File: src/rtl/axis_packet_buffer.sv
// AXI-Stream packet buffer: DEPTH-beat circular store with a 3-state master FSM.
// Optional store-and-forward release with `define AXIS_PKT_BUF_STORE_FWD_EN (default: cut-through).
module axis_packet_buffer #(
  parameter int DATA_WIDTH = 32,
  parameter int DEPTH      = 16
) (
  input  logic                       axis_aclk,
  input  logic                       axis_areset,
  input  logic [DATA_WIDTH-1:0]      s_axis_tdata,
  input  logic [DATA_WIDTH/8-1:0]    s_axis_tstrb,
  input  logic                       s_axis_tvalid,
  input  logic                       s_axis_tlast,
  output logic                       s_axis_tready,
  output logic [DATA_WIDTH-1:0]      m_axis_tdata,
  output logic [DATA_WIDTH/8-1:0]    m_axis_tstrb,
  output logic                       m_axis_tlast,
  output logic                       m_axis_tvalid,
  input  logic                       m_axis_tready,
  output logic [$clog2(DEPTH):0]     occupancy,
  output logic [$clog2(DEPTH):0]     pkt_count
);

  localparam int AW = $clog2(DEPTH);
  localparam int CW = AW + 1;
  localparam int SW = DATA_WIDTH / 8;
  localparam int BW = DATA_WIDTH + SW + 1;
  localparam logic [CW-1:0] FULL = CW'(DEPTH);

  typedef enum logic [1:0] {
    ST_EMPTY,
    ST_STREAM,
    ST_HOLD
  } state_t;

  logic [BW-1:0] mem [DEPTH];
  logic [AW-1:0] wr_ptr, rd_ptr;
  logic [BW-1:0] rd_beat;
  logic          wr_en, rd_en, rd_last, release_nxt;
  logic [CW-1:0] occ_nxt, pkt_nxt;
  state_t        state, state_nxt;

  assign wr_en         = s_axis_tvalid && s_axis_tready;
  assign rd_beat       = mem[rd_ptr];
  assign rd_last       = rd_beat[0];
  assign m_axis_tvalid = (state != ST_EMPTY);
  assign rd_en         = m_axis_tvalid && m_axis_tready;

  // Outputs read 0 whenever nothing is presented, so reset never exposes stale memory.
  assign {m_axis_tdata, m_axis_tstrb, m_axis_tlast} = m_axis_tvalid ? rd_beat : '0;

  always_comb begin
    occ_nxt = occupancy + CW'(wr_en) - CW'(rd_en);
    pkt_nxt = pkt_count + CW'(wr_en && s_axis_tlast) - CW'(rd_en && rd_last);
`ifdef AXIS_PKT_BUF_STORE_FWD_EN
    // Full also releases, otherwise a packet longer than DEPTH would deadlock.
    release_nxt = (pkt_nxt != '0) || (occ_nxt == FULL);
`else
    release_nxt = (occ_nxt != '0);
`endif
  end

  // Release is judged on post-edge contents, which gives the 1-cycle write-to-output latency.
  always_comb begin
    // NOTE: default assignment first so every path drives state_nxt; no latch is inferred.
    state_nxt = state;
    case (state)
      ST_EMPTY:  if (release_nxt) state_nxt = ST_STREAM;
      ST_STREAM: begin
        if (!release_nxt)        state_nxt = ST_EMPTY;
        else if (!m_axis_tready) state_nxt = ST_HOLD;
      end
      ST_HOLD: begin
        if (!release_nxt)        state_nxt = ST_EMPTY;
        else if (m_axis_tready)  state_nxt = ST_STREAM;
      end
      default:                   state_nxt = ST_EMPTY;
    endcase
  end

  // NOTE: sequential state uses non-blocking assignments so all registers update from pre-edge values.
  always_ff @(posedge axis_aclk) begin
    if (axis_areset) begin
      state         <= ST_EMPTY;
      wr_ptr        <= '0;
      rd_ptr        <= '0;
      occupancy     <= '0;
      pkt_count     <= '0;
      s_axis_tready <= 1'b0;
    end else begin
      state         <= state_nxt;
      occupancy     <= occ_nxt;
      pkt_count     <= pkt_nxt;
      s_axis_tready <= (occ_nxt != FULL);
      if (wr_en) wr_ptr <= wr_ptr + 1'b1;
      if (rd_en) rd_ptr <= rd_ptr + 1'b1;
    end
  end

  // NOTE: storage is deliberately not reset; clearing the pointers already discards its contents.
  always_ff @(posedge axis_aclk) begin
    if (wr_en) mem[wr_ptr] <= {s_axis_tdata, s_axis_tstrb, s_axis_tlast};
  end

endmodule

File: config.mk
export PLATFORM = sky130hd
export DESIGN_NAME = axis_packet_buffer
export DESIGN_NICKNAME = d
export VERILOG_FILES = /design/src/rtl/axis_packet_buffer.sv
export SDC_FILE = /design/constraint.sdc
export NUM_CORES = 1
export LEC_CHECK = 0
export CORE_MARGIN = 4
export CORE_UTILIZATION = 25
export CTS_CLUSTER_SIZE = 24
export DETAILED_ROUTE_END_ITERATION = 6
export PLACE_DENSITY = 0.46
export REMOVE_ABC_BUFFERS = 1
export SETUP_SLACK_MARGIN = 0.4
export SYNTH_ARGS = -nofsm -noshare
export SYNTH_HDL_FRONTEND = slang
export SYNTH_SLANG_ARGS = --single-unit
File: constraint.sdc
create_clock -name axis_aclk -period 11.2 [get_ports axis_aclk]
set_clock_uncertainty 0.2 [all_clocks]
set_input_delay 2.24 -clock axis_aclk [delete_from_list [all_inputs] [get_ports axis_aclk]]
set_output_delay 2.24 -clock axis_aclk [all_outputs]
set_load 0.01 [all_outputs]
==> impl_metrics.py, run 1 <==
metrics = {
    "status": {
        "status": "complete, no violations",
    },
    "floorplan": {
        "rows": 113,
        "die_h_um": 319,
        "core_area_um2": 95600,
        "io_pins": 90,
        "initial_core_util_pct": 25.3,
        "dieArea_um2": 102000,
        "die_x_um": 319,
    },
    "synthesis": {
        "ys_top_cells_by_count": "edfxtp_1 (592), mux2i_1 (290), a22oi_1 (144), nand2_1 (90), o22ai_1 (37)",
        "yosysTopAreaCell": "edfxtp_1",
        "yosysSeqAreaShare_pct": 75.5,
        "ys_warn_count": 0,
        "synth_cells": 1370,
        "synth_area_per_cell_um2": 17.7,
        "ys_top_cells_by_area": "edfxtp_1 (73%), mux2i_1 (12%), a22oi_1 (4.5%)",
        "yosysMostFrequentCell": "edfxtp_1",
        "synth.distinct_cells": 37,
        "yosys_register_bits": 617,
        "postSynth.asyncResetShare_pct": 0,
        "netlist_area_um2": 24200,
        "synth_edf_count": 592,
        "yosys.area.top_type_share_pct": 73.4,
        "synthFlopType": "edfxtp_1",
    },
    "placed_design": {
        "dp.cells": 2672,
        "port_buffers": 89,
        "post_dp_cell_area_um2": 26500,
        "gp_congestion": 0.686,
        "dp.final_hpwl_mm": 29.5,
        "dp_slack_ns": 5.25,
    },
    "grt": {
        "antenna_found_initial": 8,
        "first_global_vias": 12546,
        "grt_usage_pct": 11.8,
        "gr-total-overflow": 0,
        "grt_max_degree": 129,
        "grt_pass1_wl_mm": 89.1,
    },
    "final_layout": {
        "final_cells": 2788,
        "fin_area_um2": 28500,
        "area_delta_synth_final_pct": 17.6,
        "nets": 1527,
        "fillers": 9462,
        "drive_gt1_share_pct": 9.36,
        "fin_util_pct": 29.8,
    },
    "routing": {
        "drc": 0,
        "vias_per_cell": 4.43,
        "antenna_left": 0,
        "drt_pass1_iterations": 4,
        "first_iter_violations": 926,
        "wl_per_cell_um": 22.2,
        "wl_mm": 61.8,
        "num_vias": 12354,
    },
    "timing": {
        "rsz0062_at_grt": "false",
        "whs_ns": 0.300,
        "slew_headroom_pct": 24.1,
        "post-route-period-util_pct": 58.4,
        "finalHoldViolCount": 0,
        "finalMaxSlewViolations": 0,
        "tightestPinTransition_ns": 1.14,
        "setup_viol": 0,
        "fmax_mhz": 153,
        "fin_setup_tns_ns": 0,
        "fin_ws_ns": 4.66,
        "period_needed_ns": 6.54,
    },
    "power": {
        "power_leakage_nw": 8.80,
        "power_density_nw_per_um2": 209,
        "vdd_drop_max_mv": 0.147,
        "p_total_mw": 5.95,
    },
    "clock_network": {
        "cts_setup_buffers": 0,
        "cts_tree": "yes",
        "cts_resized": 0,
        "cts_buffers": 61,
        "htreeDepth": 2,
        "clk_pin_slew_ns": 0.06,
        "clock_latency_ns": 0.61,
        "cts_sinks": 617,
        "cts.path.max_buffers": 3,
        "clock_tree.root_cell": "clkbuf_16",
        "hold_buffers": 0,
    },
    "setup_path": {
        "worstSetupPathType": "flip-flop to output pin",
        "path_max_fanout": 64,
        "required_ns": 8.76,
        "cp.arrival_ns": 4.10,
        "reg2reg_depth": 13,
        "start_kind": "flip-flop",
        "cp-end-kind": "output pin",
    },
    "worst_hold_path": {
        "hold_class": "flip-flop to flip-flop",
        "worstHoldPathCells": 2,
    },
    "job": {
        "drv_cap": 0,
    },
}
cells by family after synthesis:
group                      after synthesis  synth area share, %
buffers and inverters                   90                 2.49
DFF                                    617                 75.5
and+or+nand+nor                        139                 2.37
muxes                                  294                 12.4
AOI/OAI and AO/OA                      197                 5.83
adders and majority gates               17                0.930
xor gates and xnor gates                16                0.579
worst max-delay path: stages (launching register included):
cell and delay (ns):
dfxtp_4 0.86, buf_4 0.98, mux2i_1 0.17, a22oi_1 0.23, nand2_1 0.09, o22ai_1 0.45
clkdlybuf4s50_1 0.65
layout by cell type, fill, tap and decap left out, drive strengths merged, types with 7 or more instances in the layout:
cell type      instances
clkbuf                69
edfxtp               592
inv                   12
a22oi                144
a21oi                  7
o22ai                 37
xor2                   8
nand2                 90
clkdlybuf4s50         89
dfxtp                 25
bufinv                 8
ha                    14
clkinv                26
buf                   27
mux2i                290
xnor2                  8
nor2                  28
routing by layer:
metal,vias up,track usage [%],part of all wire [%]
met3,80,2.42,4.3
met2,208,19.3,47
met5,-,0,0.021
li1,5619,-,-
met1,6445,16.3,46
met4,2,2.61,1.9
report_power, final:
group	switching, mW	internal [mW]	total, mW
Combinational	0.692	0.567	1.26
Clock	0.849	1.18	2.03
Sequential	0.0591	2.60	2.66
layout make-up:
| type | instances | area, um^2 | share of cell area, % |
|---|---|---|---|
| antenna | 6 | 15.0 | 0.0527 |
| sequential | 617 | 18300 | 64.2 |
| clock inverter | 41 | 422 | 1.48 |
| timing repair buffer | 116 | 1110 | 3.88 |
| clock buffer | 69 | 1560 | 5.46 |
| multi-input combinational | 663 | 5480 | 19.2 |
| tap | 1265 | 1580 | 5.56 |
| inverter | 11 | 41.3 | 0.145 |
sequential cells by signal, summed over array words and instances (netlist names), named ones only:
name and flops:
rd_ptr 4, occupancy 5, wr_ptr 4, mem 592
s_axis_tready 1, pkt_count 5, state 2
path summary, 6_finish.rpt:
check,from,endpoint,slack [ns]
max,flip-flop,m_axis_tstrb[1],4.66
min,rd_ptr[3],flip-flop,0.30
max reg2reg,flip-flop,pkt_count[4],6.63
min reg2reg,rd_ptr[3],flip-flop,0.30
Power figures use the tool's default switching activity.
==> inputs of run 2 (changes only) <==
--- a/config.mk
+++ b/config.mk
@@ -9,7 +9,7 @@
 export CORE_UTILIZATION = 25
 export CTS_CLUSTER_SIZE = 24
 export DETAILED_ROUTE_END_ITERATION = 6
-export PLACE_DENSITY = 0.46
+export PLACE_DENSITY = 0.48
 export REMOVE_ABC_BUFFERS = 1
 export SETUP_SLACK_MARGIN = 0.4
 export SYNTH_ARGS = -nofsm -noshare
==> constraint.sdc (replaced) <==
create_clock -name axis_aclk -period 5.7 [get_ports axis_aclk]
set_clock_uncertainty 0.2 [all_clocks]
set_input_delay 1.14 -clock axis_aclk [delete_from_list [all_inputs] [get_ports axis_aclk]]
set_output_delay 1.14 -clock axis_aclk [all_outputs]
set_load 0.01 [all_outputs]
==> run 2 against run 1 <==
Compared with the run above:
- setup slack got worse by 3.7 ns
- utilization grew 0.24 points
- die area unchanged
- first-iteration DRC count is 2.2% lower
- clock power up 100%
- non-clock buffer count rose by 11
- final area is 0.80% higher
- register-to-register slack worse by 4.9 ns
==> impl_metrics.py, run 2 (synthesis results as in run 1) <==
metrics = {
    "placed_design": {
        "gp_congestion": 0.706,
        "dp_slack_ns": 1.45,
        "port_buffers": 89,
        "post_dp_cell_area_um2": 26700,
        "dp.final_hpwl_mm": 31.8,
    },
    "setup_path": {
        "worstSetupPathType": "flip-flop to output pin",
        "cp-end-kind": "output pin",
        "reg2reg_depth": 12,
        "cp.arrival_ns": 3.42,
        "r2r_slack_ns": 1.74,
        "path_max_fanout": 51,
        "rr_endpoint": "pkt_count[4]",
        "start_kind": "flip-flop",
        "required_ns": 4.36,
    },
    "final_layout": {
        "final_common_cell": "edfxtp_1",
        "largest_register_ffs": 592,
        "final_cell_mix": "edfxtp_1 (592), mux2i_1 (290), a22oi_1 (144)",
        "nets": 1544,
        "drive_gt1_share_pct": 10.0,
        "antenna_cells": 0,
        "largest_register": "mem",
        "area_delta_synth_final_pct": 18.5,
        "fillers": 9429,
        "fin_area_um2": 28700,
        "fin_util_pct": 30.0,
        "top_regs": "mem x592, occupancy x5, pkt_count x5",
    },
    "clock_network": {
        "hold_buffers": 0,
        "cts_tree": "yes",
        "cts_sinks": 617,
        "htreeDepth": 3,
        "cts.path.max_buffers": 3,
        "cts_buffers": 67,
        "cts_setup_buffers": 0,
        "clk_pin_slew_ns": 0.06,
        "cts_resized": 0,
        "clock_latency_ns": 0.60,
        "clock_tree.root_cell": "clkbuf_16",
    },
    "timing": {
        "finalMaxSlewViolations": 0,
        "fin_ws_ns": 0.945,
        "rsz0062_at_grt": "false",
        "slew_headroom_pct": 28.4,
        "post-route-period-util_pct": 83.4,
        "fmax_mhz": 210,
        "tightestPinTransition_ns": 1.07,
        "setup_viol": 0,
        "finalHoldViolCount": 0,
        "period_needed_ns": 4.76,
    },
    "grt": {
        "use_met1_pct": 16.0,
        "use_met2_pct": 18.8,
        "grtUsageMet3_pct": 2.30,
        "grt_pass1_wl_mm": 88.0,
        "antenna_found_initial": 2,
        "grt_max_degree": 73,
        "grt_usage_pct": 11.6,
        "gr-total-overflow": 0,
        "first_global_vias": 12852,
        "grt_busiest_layer": "met2",
    },
    "worst_hold_path": {
        "min-delay-start": "rd_ptr[3]",
        "hold_class": "flip-flop to flip-flop",
        "worstHoldPathCells": 2,
    },
    "routing": {
        "first_iter_violations": 906,
        "drt_pass1_iterations": 6,
        "drc": 0,
        "antenna_left": 0,
        "vias_per_cell": 4.45,
        "wl_per_cell_um": 21.6,
        "num_vias": 12455,
        "wl_mm": 60.5,
    },
    "job": {
        "drv_cap": 0,
    },
    "floorplan": {
        "core_area_um2": 95600,
        "dieArea_um2": 102000,
        "rows": 113,
        "initial_core_util_pct": 25.3,
        "io_pins": 90,
        "die_x_um": 319,
        "die_h_um": 319,
    },
    "power": {
        "power_density_nw_per_um2": 411,
        "power_leakage_nw": 8.93,
        "vdd_drop_max_mv": 0.229,
        "p_total_mw": 11.8,
    },
    "status": {
        "status": "complete, no violations",
    },
}
==> run 2: worst max-delay path: stages, from the launching register on <==
cell and delay (ns):
dfxtp_4 0.90, buf_12 0.40, mux2i_1 0.13, a22oi_1 0.22
nand2_1 0.08, o22ai_1 0.32, clkdlybuf4s50_1 0.62
==> run 2: how the worst max path moves through the flow <==
stage / cells after the start / end / slack [ns] / start
after global placement: 5 / mem[9][34] / 1.49 / s_axis_tvalid
after floorplan: 12 / pkt_count[4] / -7.14 / flip-flop
after global routing: 6 / m_axis_tdata[4] / 0.75 / flip-flop
final: 6 / m_axis_tdata[20] / 0.94 / flip-flop
after detailed placement: 5 / mem[9][21] / 1.45 / s_axis_tvalid
after CTS: 6 / m_axis_tdata[21] / 0.87 / flip-flop
==> run 2: per-layer routing <==
metal | vias to the layer above | share of wire (%)
met5 | - | 0
met4 | 0 | 2.2
met3 | 87 | 3.5
met2 | 240 | 47
met1 | 6462 | 47
li1 | 5666 | -
==> run 2: through the flow <==
stage / hold slack [ns] / setup TNS [ns] / cells
after global placement: 0.284 / 0 / 2683
after CTS: 0.306 / 0 / 2802
after floorplan: 0.269 / -267.76 / 1291
after detailed placement: 0.290 / 0 / 2683
after global routing: 0.338 / 0 / 2802
final: 0.303 / 0 / 2802
==> run 2: final cells by class <==
| cell class | count | area, um^2 | share of cell area [%] |
|---|---|---|---|
| clock inverter | 32 | 243 | 0.845 |
| clock buffer | 87 | 1790 | 6.25 |
| sequential | 617 | 18300 | 63.7 |
| multi-input combinational | 663 | 5480 | 19.1 |
| timing repair buffer | 127 | 1290 | 4.49 |
| tap | 1265 | 1580 | 5.51 |
| inverter | 11 | 41.3 | 0.144 |
==> run 2: where the power goes <==
group	switching (mW)	internal, mW	total, mW
Combinational	1.36	1.13	2.49
Clock	1.74	2.33	4.07
Sequential	0.122	5.11	5.24
==> inputs of run 3 (changes only) <==
--- a/config.mk
+++ b/config.mk
@@ -9,7 +9,7 @@
 export CORE_UTILIZATION = 25
 export CTS_CLUSTER_SIZE = 24
 export DETAILED_ROUTE_END_ITERATION = 6
-export PLACE_DENSITY = 0.48
+export PLACE_DENSITY = 0.46
 export REMOVE_ABC_BUFFERS = 1
 export SETUP_SLACK_MARGIN = 0.4
 export SYNTH_ARGS = -nofsm -noshare
==> constraint.sdc (replaced) <==
create_clock -name axis_aclk -period 4.8 [get_ports axis_aclk]
set_clock_uncertainty 0.2 [all_clocks]
set_input_delay 0.96 -clock axis_aclk [delete_from_list [all_inputs] [get_ports axis_aclk]]
set_output_delay 0.96 -clock axis_aclk [all_outputs]
set_load 0.01 [all_outputs]
==> run 3 against run 2 <==
Compared with the run above:
- first-iteration DRC count fell by 10%
- sequential share of layout area fell by 0.67 points
- critical endpoint is now m_axis_tdata[21]
- largest power group unchanged
- via count rose by 0.66%
==> impl_metrics.py, run 3 (synthesis results as in run 1) <==
metrics = {
    "grt": {
        "grt_usage_pct": 11.6,
        "gr-total-overflow": 0,
        "grt_max_degree": 81,
        "antenna_found_initial": 7,
        "first_global_vias": 12878,
        "grt_pass1_wl_mm": 88.2,
    },
    "setup_path": {
        "required_ns": 3.64,
        "reg2reg_depth": 12,
        "start_kind": "flip-flop",
        "cp_slowest_cell": "clkdlybuf4s50_1",
        "cp.arrival_ns": 3.10,
        "path_max_fanout": 63,
        "worstSetupPathType": "flip-flop to output pin",
        "slowest_delay_ns": 0.65,
        "crit_chain": "nor2_4 -> buf_12 -> a22oi_1 -> nand2_1 -> o22ai_1 -> clkdlybuf4s50_1",
        "r2r_slack_ns": 1.39,
        "cp-end-kind": "output pin",
        "rr_endpoint": "pkt_count[4]",
    },
    "clock_network": {
        "clk_pin_slew_ns": 0.06,
        "clock_tree.root_cell": "clkbuf_16",
        "cts_buffers": 68,
        "cts_tree": "yes",
        "cts.path.max_buffers": 3,
        "htreeDepth": 3,
        "hold_buffers": 0,
        "clock_latency_ns": 0.60,
        "cts_sinks": 617,
    },
    "timing": {
        "rsz0062_at_grt": "false",
        "slew_headroom_pct": 38.7,
        "post-route-period-util_pct": 88.7,
        "tightestPinTransition_ns": 0.917,
        "fin_ws_ns": 0.544,
        "finalHoldViolCount": 0,
        "period_needed_ns": 4.26,
        "setup_viol": 0,
        "fmax_mhz": 235,
        "finalMaxSlewViolations": 0,
    },
    "final_layout": {
        "area_delta_synth_final_pct": 19.8,
        "largest_register_ffs": 592,
        "final_cells": 2817,
        "top_regs": "mem x592, occupancy x5, pkt_count x5",
        "final_cell_mix": "edfxtp_1 (592), mux2i_1 (290), a22oi_1 (144)",
        "largest_register": "mem",
        "nets": 1555,
        "drive_gt1_share_pct": 10.8,
        "final_common_cell": "edfxtp_1",
    },
    "floorplan": {
        "initial_core_util_pct": 25.3,
        "core_area_um2": 95600,
        "dieArea_um2": 102000,
        "die_x_um": 319,
        "rows": 113,
        "io_pins": 90,
        "die_h_um": 319,
    },
    "placed_design": {
        "dp_slack_ns": 1.01,
        "dp.cells": 2690,
        "port_buffers": 89,
        "dp.final_hpwl_mm": 32.0,
        "gp_congestion": 0.724,
    },
    "worst_hold_path": {
        "worstHoldPathCells": 2,
        "min-delay-start": "rd_ptr[1]",
        "hold_class": "flip-flop to flip-flop",
        "hold_end": "rd_ptr[1]",
    },
    "status": {
        "status": "complete, no violations",
    },
    "power": {
        "p_total_mw": 14.1,
        "power_leakage_nw": 9.04,
        "vdd_drop_max_mv": 0.320,
        "power_density_nw_per_um2": 485,
    },
    "routing": {
        "vias_per_cell": 4.45,
        "num_vias": 12537,
        "antenna_left": 0,
        "drt_pass1_iterations": 5,
        "drc": 0,
        "wl_mm": 61.0,
        "wl_per_cell_um": 21.7,
        "first_iter_violations": 815,
    },
    "job": {
        "drv_cap": 0,
    },
}
[run 3: per-layer routing]
metal | global-route usage (%) | up-vias | wire, um
met3 | 2.45 | 64 | 2810
met5 | 0 | - | 27
met2 | 18.8 | 240 | 28600
met4 | 2.61 | 4 | 878
met1 | 16.1 | 6523 | 28700
li1 | - | 5706 | -
[run 3: timing repair]
| action | in CTS | in global routing |
|---|---|---|
| resized for setup | 0 | 6 |
| setup buffers | 0 | 2 |
| endpoints found under the setup margin | 2 | 21 |
| gates cloned | 0 | 1 |
| pin swaps | 0 | 1 |
[run 3: final cells by class]
type | count | area (um^2)
sequential | 617 | 18300
multi-input combinational | 664 | 5510
timing repair buffer | 136 | 1530
clock inverter | 36 | 293
antenna | 5 | 12.5
tap | 1265 | 1580
fill | 9431 | 66600
inverter | 11 | 41.3
clock buffer | 83 | 1770
[run 3: how the worst max path moves through the flow]
stage                     slack [ns]  cells after the start          endpoint
final                           0.54                      6  m_axis_tdata[21]
after floorplan                -8.04                     12      pkt_count[4]
after global placement          0.97                     11      pkt_count[4]
after global routing            0.41                      6  m_axis_tdata[14]
after CTS                       0.39                      6  m_axis_tdata[28]
after detailed placement        1.01                     11      pkt_count[4]
[run 3: metrics by stage]
stage | hold slack (ns) | utilization [%] | instance area [um^2] | TNS, ns
2_1_floorplan | 0.269 | - | 23700 | -298.90
3_5_place_dp | 0.296 | 28.1 | 26900 | 0
3_3_place_gp | 0.293 | 28.1 | 26900 | 0
4_1_cts | 0.306 | 30.3 | 28900 | 0
6_report | 0.305 | 30.4 | 29000 | 0
5_1_grt | 0.326 | 30.3 | 29000 | 0
[run 3: power breakdown]
part	total, mW	switching (mW)	internal [mW]
clock network	4.85	2.09	2.75
logic	3.07	1.68	1.38
registers	6.17	0.0983	6.07
[run 3: worst max-delay path, delay by kind of cell (launching register included)]
kind                   cells  cell delay, ns
AO/OA/AOI/OAI              2            0.63
buffers and inverters      2            0.92
flip-flops                 1            0.61
AND/OR/NAND/NOR            2            0.27
